[src/rtl/riscv_pkg.sv]
// Shared core constants plus register-file state and address helpers.
package riscv_pkg;

  localparam int unsigned XLEN      = 32;
  localparam int unsigned REG_SIZE  = 32;
  localparam int unsigned RF_NUM_RD = 2;
  localparam int unsigned RF_NUM_WR = 2;

  typedef enum logic {
    RF_CLEAR = 1'b0,
    RF_RUN   = 1'b1
  } rf_state_e;

  // Address names a real, writable register (in range, and not a hardwired x0).
  function automatic logic rf_addr_ok(input logic [31:0] addr,
                                      input int unsigned nregs,
                                      input bit          zero_x0);
    return (addr < nregs) && !(zero_x0 && (addr == 32'd0));
  endfunction

endpackage

[src/rtl/regfile_mp_scoreboard.sv]
// Busy-bit scoreboard for regfile_mp: write-clear < alloc-set < flush, plus registered ready.
module rf_scoreboard #(
  parameter int unsigned NREGS   = 32,
  parameter int unsigned AW      = 5,
  parameter int unsigned NUM_RD  = 2,
  parameter int unsigned NUM_WR  = 2,
  parameter bit          ZERO_X0 = 1'b1,
  parameter bit          FWD_EN  = 1'b1
) (
  input  logic                          clk,
  input  logic                          rst,
  input  logic                          clear_last,
  output logic                          ready,
  input  logic [NUM_WR-1:0]             wr_ok,
  input  logic [NUM_WR-1:0][AW-1:0]     wr_addr,
  input  logic                          alloc_en,
  input  logic [AW-1:0]                 alloc_addr,
  input  logic                          flush,
  input  logic [NUM_RD-1:0][AW-1:0]     rd_addr,
  input  logic [NUM_RD-1:0]             rd_ok,
  input  logic [NUM_RD-1:0]             rd_hit,
  output logic [NUM_RD-1:0]             rd_busy
);
  import riscv_pkg::*;

  logic [NREGS-1:0] busy;
  logic [NREGS-1:0] busy_n;

  always_comb begin
    busy_n = busy;
    if (ready) begin
      for (int unsigned i = 0; i < NUM_WR; i++) begin
        if (wr_ok[i]) busy_n[wr_addr[i]] = 1'b0;
      end
      if (alloc_en && rf_addr_ok(32'(alloc_addr), NREGS, ZERO_X0))
        busy_n[alloc_addr] = 1'b1;
      if (flush) busy_n = '0;
    end
  end

  always_ff @(posedge clk) begin
    if (rst) begin
      busy  <= '0;
      ready <= 1'b0;
    end else begin
      busy <= busy_n;
      if (clear_last) ready <= 1'b1;
    end
  end

  // A same-cycle write already forwards its value, so the reader need not wait.
  always_comb begin
    rd_busy = '0;
    for (int unsigned r = 0; r < NUM_RD; r++) begin
      rd_busy[r] = ready && rd_ok[r] && busy[rd_addr[r]] && !(FWD_EN && rd_hit[r]);
    end
  end

endmodule

[src/rtl/regfile_mp.sv]
// Multi-port register file: storage, write arbitration, forwarding and post-reset clear engine.
module regfile_mp #(
  parameter int unsigned XLEN    = riscv_pkg::XLEN,
  parameter int unsigned NREGS   = riscv_pkg::REG_SIZE,
  parameter int unsigned NUM_RD  = riscv_pkg::RF_NUM_RD,
  parameter int unsigned NUM_WR  = riscv_pkg::RF_NUM_WR,
  parameter bit          ZERO_X0 = 1'b1,
  parameter bit          FWD_EN  = 1'b1,
  parameter int unsigned AW      = $clog2(NREGS)
) (
  input  logic                          clk,
  input  logic                          rst,
  output logic                          ready,
  input  logic [NUM_RD-1:0][AW-1:0]     rd_addr,
  output logic [NUM_RD-1:0][XLEN-1:0]   rd_data,
  output logic [NUM_RD-1:0]             rd_busy,
  input  logic [NUM_WR-1:0]             wr_en,
  input  logic [NUM_WR-1:0][AW-1:0]     wr_addr,
  input  logic [NUM_WR-1:0][XLEN-1:0]   wr_data,
  input  logic                          alloc_en,
  input  logic [AW-1:0]                 alloc_addr,
  input  logic                          flush
);
  import riscv_pkg::*;

  localparam logic [AW-1:0] LAST = AW'(NREGS - 1);

  rf_state_e              state;
  logic [AW-1:0]          clr_ptr;
  logic [XLEN-1:0]        mem [NREGS];
  logic                   run;
  logic                   clear_last;
  logic [NUM_WR-1:0]      wr_ok;
  logic [NUM_RD-1:0]      rd_ok;
  logic [NUM_RD-1:0]      rd_hit;
  logic [XLEN-1:0]        fwd_data [NUM_RD];

  assign run        = (state == RF_RUN);
  assign clear_last = (state == RF_CLEAR) && (clr_ptr == LAST);

  always_ff @(posedge clk) begin
    if (rst) begin
      state   <= RF_CLEAR;
      clr_ptr <= '0;
    end else if (state == RF_CLEAR) begin
      clr_ptr <= clr_ptr + 1'b1;
      if (clr_ptr == LAST) state <= RF_RUN;
    end
  end

  always_comb begin
    wr_ok = '0;
    for (int unsigned i = 0; i < NUM_WR; i++) begin
      wr_ok[i] = run && wr_en[i] && rf_addr_ok(32'(wr_addr[i]), NREGS, ZERO_X0);
    end
  end

  // No reset on the array: the clear engine zeroes it so it can map to RAM.
  // Ascending loop with non-blocking writes lets the highest-index port win.
  always_ff @(posedge clk) begin
    if (!rst) begin
      if (state == RF_CLEAR) begin
        mem[clr_ptr] <= '0;
      end else begin
        for (int unsigned i = 0; i < NUM_WR; i++) begin
          if (wr_ok[i]) mem[wr_addr[i]] <= wr_data[i];
        end
      end
    end
  end

  always_comb begin
    rd_data = '0;
    rd_ok   = '0;
    rd_hit  = '0;
    for (int unsigned r = 0; r < NUM_RD; r++) begin
      fwd_data[r] = '0;
      rd_ok[r]    = run && rf_addr_ok(32'(rd_addr[r]), NREGS, ZERO_X0);
      for (int unsigned i = 0; i < NUM_WR; i++) begin
        if (wr_ok[i] && (wr_addr[i] == rd_addr[r])) begin
          rd_hit[r]   = 1'b1;
          fwd_data[r] = wr_data[i];
        end
      end
      if (rd_ok[r]) rd_data[r] = (FWD_EN && rd_hit[r]) ? fwd_data[r] : mem[rd_addr[r]];
    end
  end

  rf_scoreboard #(
    .NREGS  (NREGS),
    .AW     (AW),
    .NUM_RD (NUM_RD),
    .NUM_WR (NUM_WR),
    .ZERO_X0(ZERO_X0),
    .FWD_EN (FWD_EN)
  ) u_scoreboard (
    .clk       (clk),
    .rst       (rst),
    .clear_last(clear_last),
    .ready     (ready),
    .wr_ok     (wr_ok),
    .wr_addr   (wr_addr),
    .alloc_en  (alloc_en),
    .alloc_addr(alloc_addr),
    .flush     (flush),
    .rd_addr   (rd_addr),
    .rd_ok     (rd_ok),
    .rd_hit    (rd_hit),
    .rd_busy   (rd_busy)
  );

endmodule

[config.mk]
export PLATFORM = sky130hd
export DESIGN_NAME = regfile_mp
export DESIGN_NICKNAME = d
export VERILOG_FILES = /design/src/rtl/riscv_pkg.sv /design/src/rtl/regfile_mp_scoreboard.sv /design/src/rtl/regfile_mp.sv
export SDC_FILE = /design/constraint.sdc
export NUM_CORES = 2
export LEC_CHECK = 0
export BUFFER_PORTS_ARGS = -buffer_cell sky130_fd_sc_hd__buf_2
export CAP_MARGIN = 20
export CORE_MARGIN = 2
export CORE_UTILIZATION = 35
export DETAILED_ROUTE_END_ITERATION = 6
export PLACE_DENSITY = 0.48
export RECOVER_POWER = 25
export SLEW_MARGIN = 20
export SYNTH_ARGS = -nofsm -noshare
export SYNTH_HDL_FRONTEND = slang
export SYNTH_HIERARCHICAL = 1
export SYNTH_SLANG_ARGS = --single-unit
[constraint.sdc]
create_clock -name clk -period 5.05 [get_ports clk]
set_input_delay 1.01 -clock clk [delete_from_list [all_inputs] [get_ports clk]]
set_output_delay 1.01 -clock clk [all_outputs]
set_load 0.02 [all_outputs]
### After elaboration in Yosys (flattened, before gate mapping)

Memory sizes are Yosys's and may differ from the RTL's.
Index checks and enable logic that the tools add are counted.

| cells by class | value |
|---|---|
| $add $sub $neg | 1 |
| order comparisons | 8 |
| equal/unequal tests | 5 |
| muxes and demuxes | 44 |
| bitwise logic cells | 6 |
| reductions and logical operators | 34 |

Operators by type and width:

| kind | count |
|---|---|
| $mux 32 | 15 |
| $and 32x32->32 | 2 |
| $not 32->32 | 2 |
| $or 32x32->32 | 1 |
| $reduce_or 32->1 | 1 |
| $lt 5x6->1 const B | 5 |
| $logic_not 5->1 | 5 |
| $mux 1 | 23 |
| $logic_and 1x1->1 | 21 |
| $eq 5x5->1 | 4 |
| $demux 1 s5 | 3 |
| $ge 5x1->1 const B | 3 |
| $bmux 1 s5 | 2 |
| $logic_not 1->1 | 7 |
| $add 5x1->5 const B | 1 |
| $eq 5x5->1 const B | 1 |
| $mux 5 | 1 |
| $not 1->1 | 1 |

| word-level totals | value |
|---|---|
| bits in registers | 39 |
| bits in writable memories | 1,024 |
| input port bits | 95 |
| output and inout port bits | 67 |
| logic and storage cells | 103 |
| memories kept | 1 |

Memory list:

| name | depth | bits a word | rd ports | clocked after Yosys merged registers in | write ports | line | source |
|---|---|---|---|---|---|---|---|
| mem | 32 | 32 | 2 | 0 | 2 | regfile_mp.sv:30 | `logic [XLEN-1:0] mem [NREGS];` |

### Depth between registers and ports, before layout

| depth | value |
|---|---|
| depth after elaboration | 14 |
| depth in mapped cells | 10 |

### By module

The synthesis kept the hierarchy.

By module, submodules not included:

| module | instances | cells an instance | area each (sq um) |
|---|---|---|---|
| regfile_mp | 1 | 5,222 | 59,438.3 |
| rf_scoreboard | 1 | 267 | 2,332.2 |

### Worst setup path after synthesis

Ideal clock, no wire load.

| timing path | value |
|---|---|
| path type | input -> register |
| from | input port wr_addr[0] in the netlist's numbering |
| to | memory mem[1][0] (enable) |
| setup time | 433 ps |
| arrival time | 4,298 ps |
| slack | 319 ps |
| stages on the path | 7 |
| path through | buf_2 or4_4 o2111ai_1 buf_4 mux2i_1 nand2_1 o22ai_1 |

RTL lines:

| element | line | source |
|---|---|---|
| start: declaration | regfile_mp.sv:18 | `input logic [NUM_WR-1:0][AW-1:0] wr_addr,` |
| end: declaration | regfile_mp.sv:30 |  |

==> impl_metrics.py <==
metrics = {
    "power": {
        "power_density_nw_per_um2": 294,
        "leakage_nw": 21.3,
        "netSwitchingFraction": 0.252,
        "ir_drop_mv": 0.344,
        "power_frac_comb": 0.085,
        "power.sequential.fraction": 0.465,
        "final_power_mw": 20.7,
        "power.internal_mw": 15.5,
        "p_sw_mw": 5.22,
        "pwr-share-clk": 0.450,
    },
    "sta": {
        "layout_worst_path_cycle_share": 0.988,
        "timing.final.ws_setup_ns": 0.0623,
        "fin_tns_setup_ns": 0,
        "unrepaired_setup_endpoints_after_global_routing": "false",
        "drv_slew": 138,
        "timing.final.crit_period_ns": 4.99,
        "timing.max_slew.rel_slack": -0.407,
        "timing.final.hold_violations": 0,
        "max_clock_freq_mhz": 200,
        "setup-violations-final": 0,
        "timing.hold.ws_ns": 0.490,
        "finClkSkew_ns": 0.0229,
        "worstMarginPinSlew_ns": 2.11,
    },
    "synth": {
        "synthesis.area_um2": 61800,
        "synth.top_cell.area_share": 0.498,
        "synth_top_cell_by_area": "sky130_fd_sc_hd__edfxtp_1",
        "synth-seq-area-share": 0.510,
        "synth_top_family_by_area": "multiplexers",
        "syn-instance-count": 5489,
        "yosys_warnings": 6,
        "synth_mux_area_frac": 0.190,
        "synth-main-ff-cell": "sky130_fd_sc_hd__edfxtp_1",
        "synth-async-reset-ratio": 0,
        "post_synthesis_compound_gate_area_fraction": 0.152,
        "synth_adder_area_share": 0.000405,
        "synth_area_in_xor_xnor": 0.00326,
        "synth_enable_flop_cells": 1024,
        "area_share_of_and_or_nand_nor_cells_after_synthesis": 0.0956,
        "synthesized_area_per_cell_um2": 11.3,
        "yosys_register_bits": 1063,
        "postSynthNetCount": 5586,
        "yosys.cell_types.count": 61,
        "synth.area.top_cells": "sky130_fd_sc_hd__edfxtp_1 (50%), sky130_fd_sc_hd__mux4_2 (14%), sky130_fd_sc_hd__o21ai_0 (8.5%), sky130_fd_sc_hd__nand2_1 (6.5%), sky130_fd_sc_hd__mux2i_1 (3.8%)",
    },
    "worst_hold_path": {
        "whs_path_depth": 2,
        "min-delay-path-class": "register to register",
    },
    "clock_network": {
        "cts_htree_levels": 4,
        "clock_latency_ns": 0.81,
        "tritoncts": "yes",
        "total_cts_buffers": 131,
        "cts_max_path_buffers": 3,
        "cts_root_buffer": "sky130_fd_sc_hd__clkbuf_16",
        "clock_sink_count": 1063,
        "postCtsSetupRepairBufs": 0,
        "holdBufCountCts": 0,
        "clkTransAtPathRegs_ns": 0.05,
        "cts_resized": 0,
    },
    "detailed_routing": {
        "drt_pass1_iterations": 6,
        "dr_total_vias": 49700,
        "route.detailed.drc": 0,
        "wl_mm": 281,
        "wl_per_cell_um": 35.9,
        "via_per_inst": 6.36,
        "first_iter_violations": 7318,
        "route.antenna.remaining_nets": 0,
    },
    "place": {
        "placed_cells": 7581,
        "dp_worst_setup_slack_ns": 0.157,
        "port-buffer-count": 161,
        "post_dp_cell_area_um2": 66600,
        "globalplace.congestion": 0.850,
        "post-dp-hpwl_mm": 158,
    },
    "global_route": {
        "grt_antenna_before_repair": 11,
        "gr-usage-all-layers": 0.308,
        "grt_pass1_vias": 47500,
        "grt_pass1_wl_mm": 386,
        "grt.overflow.total": 0,
        "pin_count_of_the_biggest_net_entering_global_routing": 99,
    },
    "finish": {
        "layout-area-overhead-vs-synth_pct": 14.1,
        "layout.nets": 5471,
        "layout-drive-gt1-share": 0.206,
        "final_core_utilization": 0.401,
        "fillCellCount": 16700,
        "post_layout_nonfiller_instances": 7814,
        "postLayoutCellArea_um2": 70500,
        "layout_commonest_cell": "sky130_fd_sc_hd__nand2_1",
        "final_cell_mix": "sky130_fd_sc_hd__nand2_1 (1075), sky130_fd_sc_hd__o21ai_0 (1060), sky130_fd_sc_hd__edfxtp_1 (1024)",
    },
    "critical_path": {
        "timing.critical_path.required_ns": 4.04,
        "critical_path.cell_chain": "buf_2 > nor2b_4 > and2_1 > a221oi_1 > buf_4 > a21oi_1 > buf_2",
        "worstPathMaxFanout": 13,
        "worst_r2r_path_depth": 7,
        "worstPathBufferInverterCount": 3,
        "cpMostUsedCell": "sky130_fd_sc_hd__buf_2",
        "startpoint_type": "primary input",
        "cp.depth": 7,
        "worst_ep_arrival_time_ns": 3.98,
        "critical_path.max_stage_delay_ns": 0.79,
        "setup.worst_path.end_class": "output pin",
        "critical_path_cell_with_the_highest_stage_delay": "sky130_fd_sc_hd__and2_1",
        "worstSetupPathType": "primary input to output pin",
        "path_delay_family": "simple AND/OR/NAND/NOR gates",
    },
    "floorplanning": {
        "initial_utilization": 0.352,
        "die_h_um": 424,
        "die_width_um": 424,
        "site_row_count": 154,
        "die_area_um2": 180000,
        "io_pins": 162,
        "core_region_area_um2": 176000,
    },
    "run_status": {
        "status": "finished with violations",
        "violations_in_the_final_reports": "max-capacitance violations, max-slew violations",
    },
    "run": {
        "maxCapViolCount": 4,
    },
}
==> cells by family after synthesis <==
kind of cell,after synthesis
DFF,1063
adders and majority gates,2
and+or+nand+nor,1396
AOI/OAI and AO/OA,1618
buffers and inverters,717
xor gates and xnor gates,23
muxes,670
==> flip-flops by register name, indices dropped and copies added (netlist names) <==
register / count
mem: 1024
run: 1
u_scoreboard/busy: 32
clr_ptr: 5
u_scoreboard/ready: 1
==> synthesized netlist by cell type, drive strengths merged, types with 3 or more instances <==
cell,n
dfxtp,39
xor2,14
nand2b,8
a221oi,95
nand2,1076
clkbuf,536
and4b,26
a21oi,96
and3,16
o211ai,27
nor3b,21
nand3b,6
nor2,85
xnor2,9
o221ai,39
nor2b,10
mux4,398
or4,3
a22oi,225
o211a,7
nand4,3
inv,39
edfxtp,1024
buf,142
o21ai,1063
nand3,96
nor3,22
o22ai,57
mux2i,235
and3b,12
and2,7
mux2,37
==> area by class of cell <==
class	count	area (um^2)	area share
antenna	3	7.51	0.000107
clock buffer	155	3450	0.0490
clock inverter	75	626	0.00888
inverter	39	146	0.00208
multi-input combinational	3709	28000	0.398
sequential	1063	31500	0.447
tap	2340	2930	0.0416
timing repair buffer	430	3730	0.0530
==> metal layers <==
metal | vias to the layer above | wire, um | part of all wire | track usage
li1 | 20700 | - | - | -
met1 | 24900 | 105000 | 0.37 | 0.390
met2 | 3255 | 130000 | 0.46 | 0.493
met3 | 865 | 27500 | 0.098 | 0.0633
met4 | 10 | 18800 | 0.067 | 0.172
met5 | - | 94 | 0.00033 | 0.00185
==> power groups by stage <==
| stage | clock (mW) | sequential (mW) | combinational, mW |
|---|---|---|---|
| floorplan | 0 | 9.79 | 0.961 |
| global placement | 0 | 9.80 | 1.72 |
| detailed placement | 0 | 9.80 | 1.72 |
| CTS | 9.38 | 9.62 | 1.73 |
| global route | 9.71 | 9.62 | 1.80 |
| finish | 9.31 | 9.62 | 1.76 |
==> worst reg2reg max path, delay by kind of cell, from the launching register on <==
kind	cells	cell delay (ns)
DFF	1	0.34
buffers and inverters	3	1.76
AOI/OAI and AO/OA	2	0.43
and+or+nand+nor	2	1.00
==> final timing paths <==
check	slack [ns]	endpoint	start
min reg2reg	0.49	u_scoreboard/busy[22]$_SDFFE_PP0P_	u_scoreboard/busy[22]$_SDFFE_PP0P_
max reg2reg	1.32	mem[1][26]$_DFFE_PP_	run$_SDFF_PP0_
min	0.49	u_scoreboard/busy[22]$_SDFFE_PP0P_	u_scoreboard/busy[22]$_SDFFE_PP0P_
max	0.06	rd_data[48]	rd_addr[9]
(Power assumes the default switching activity.)
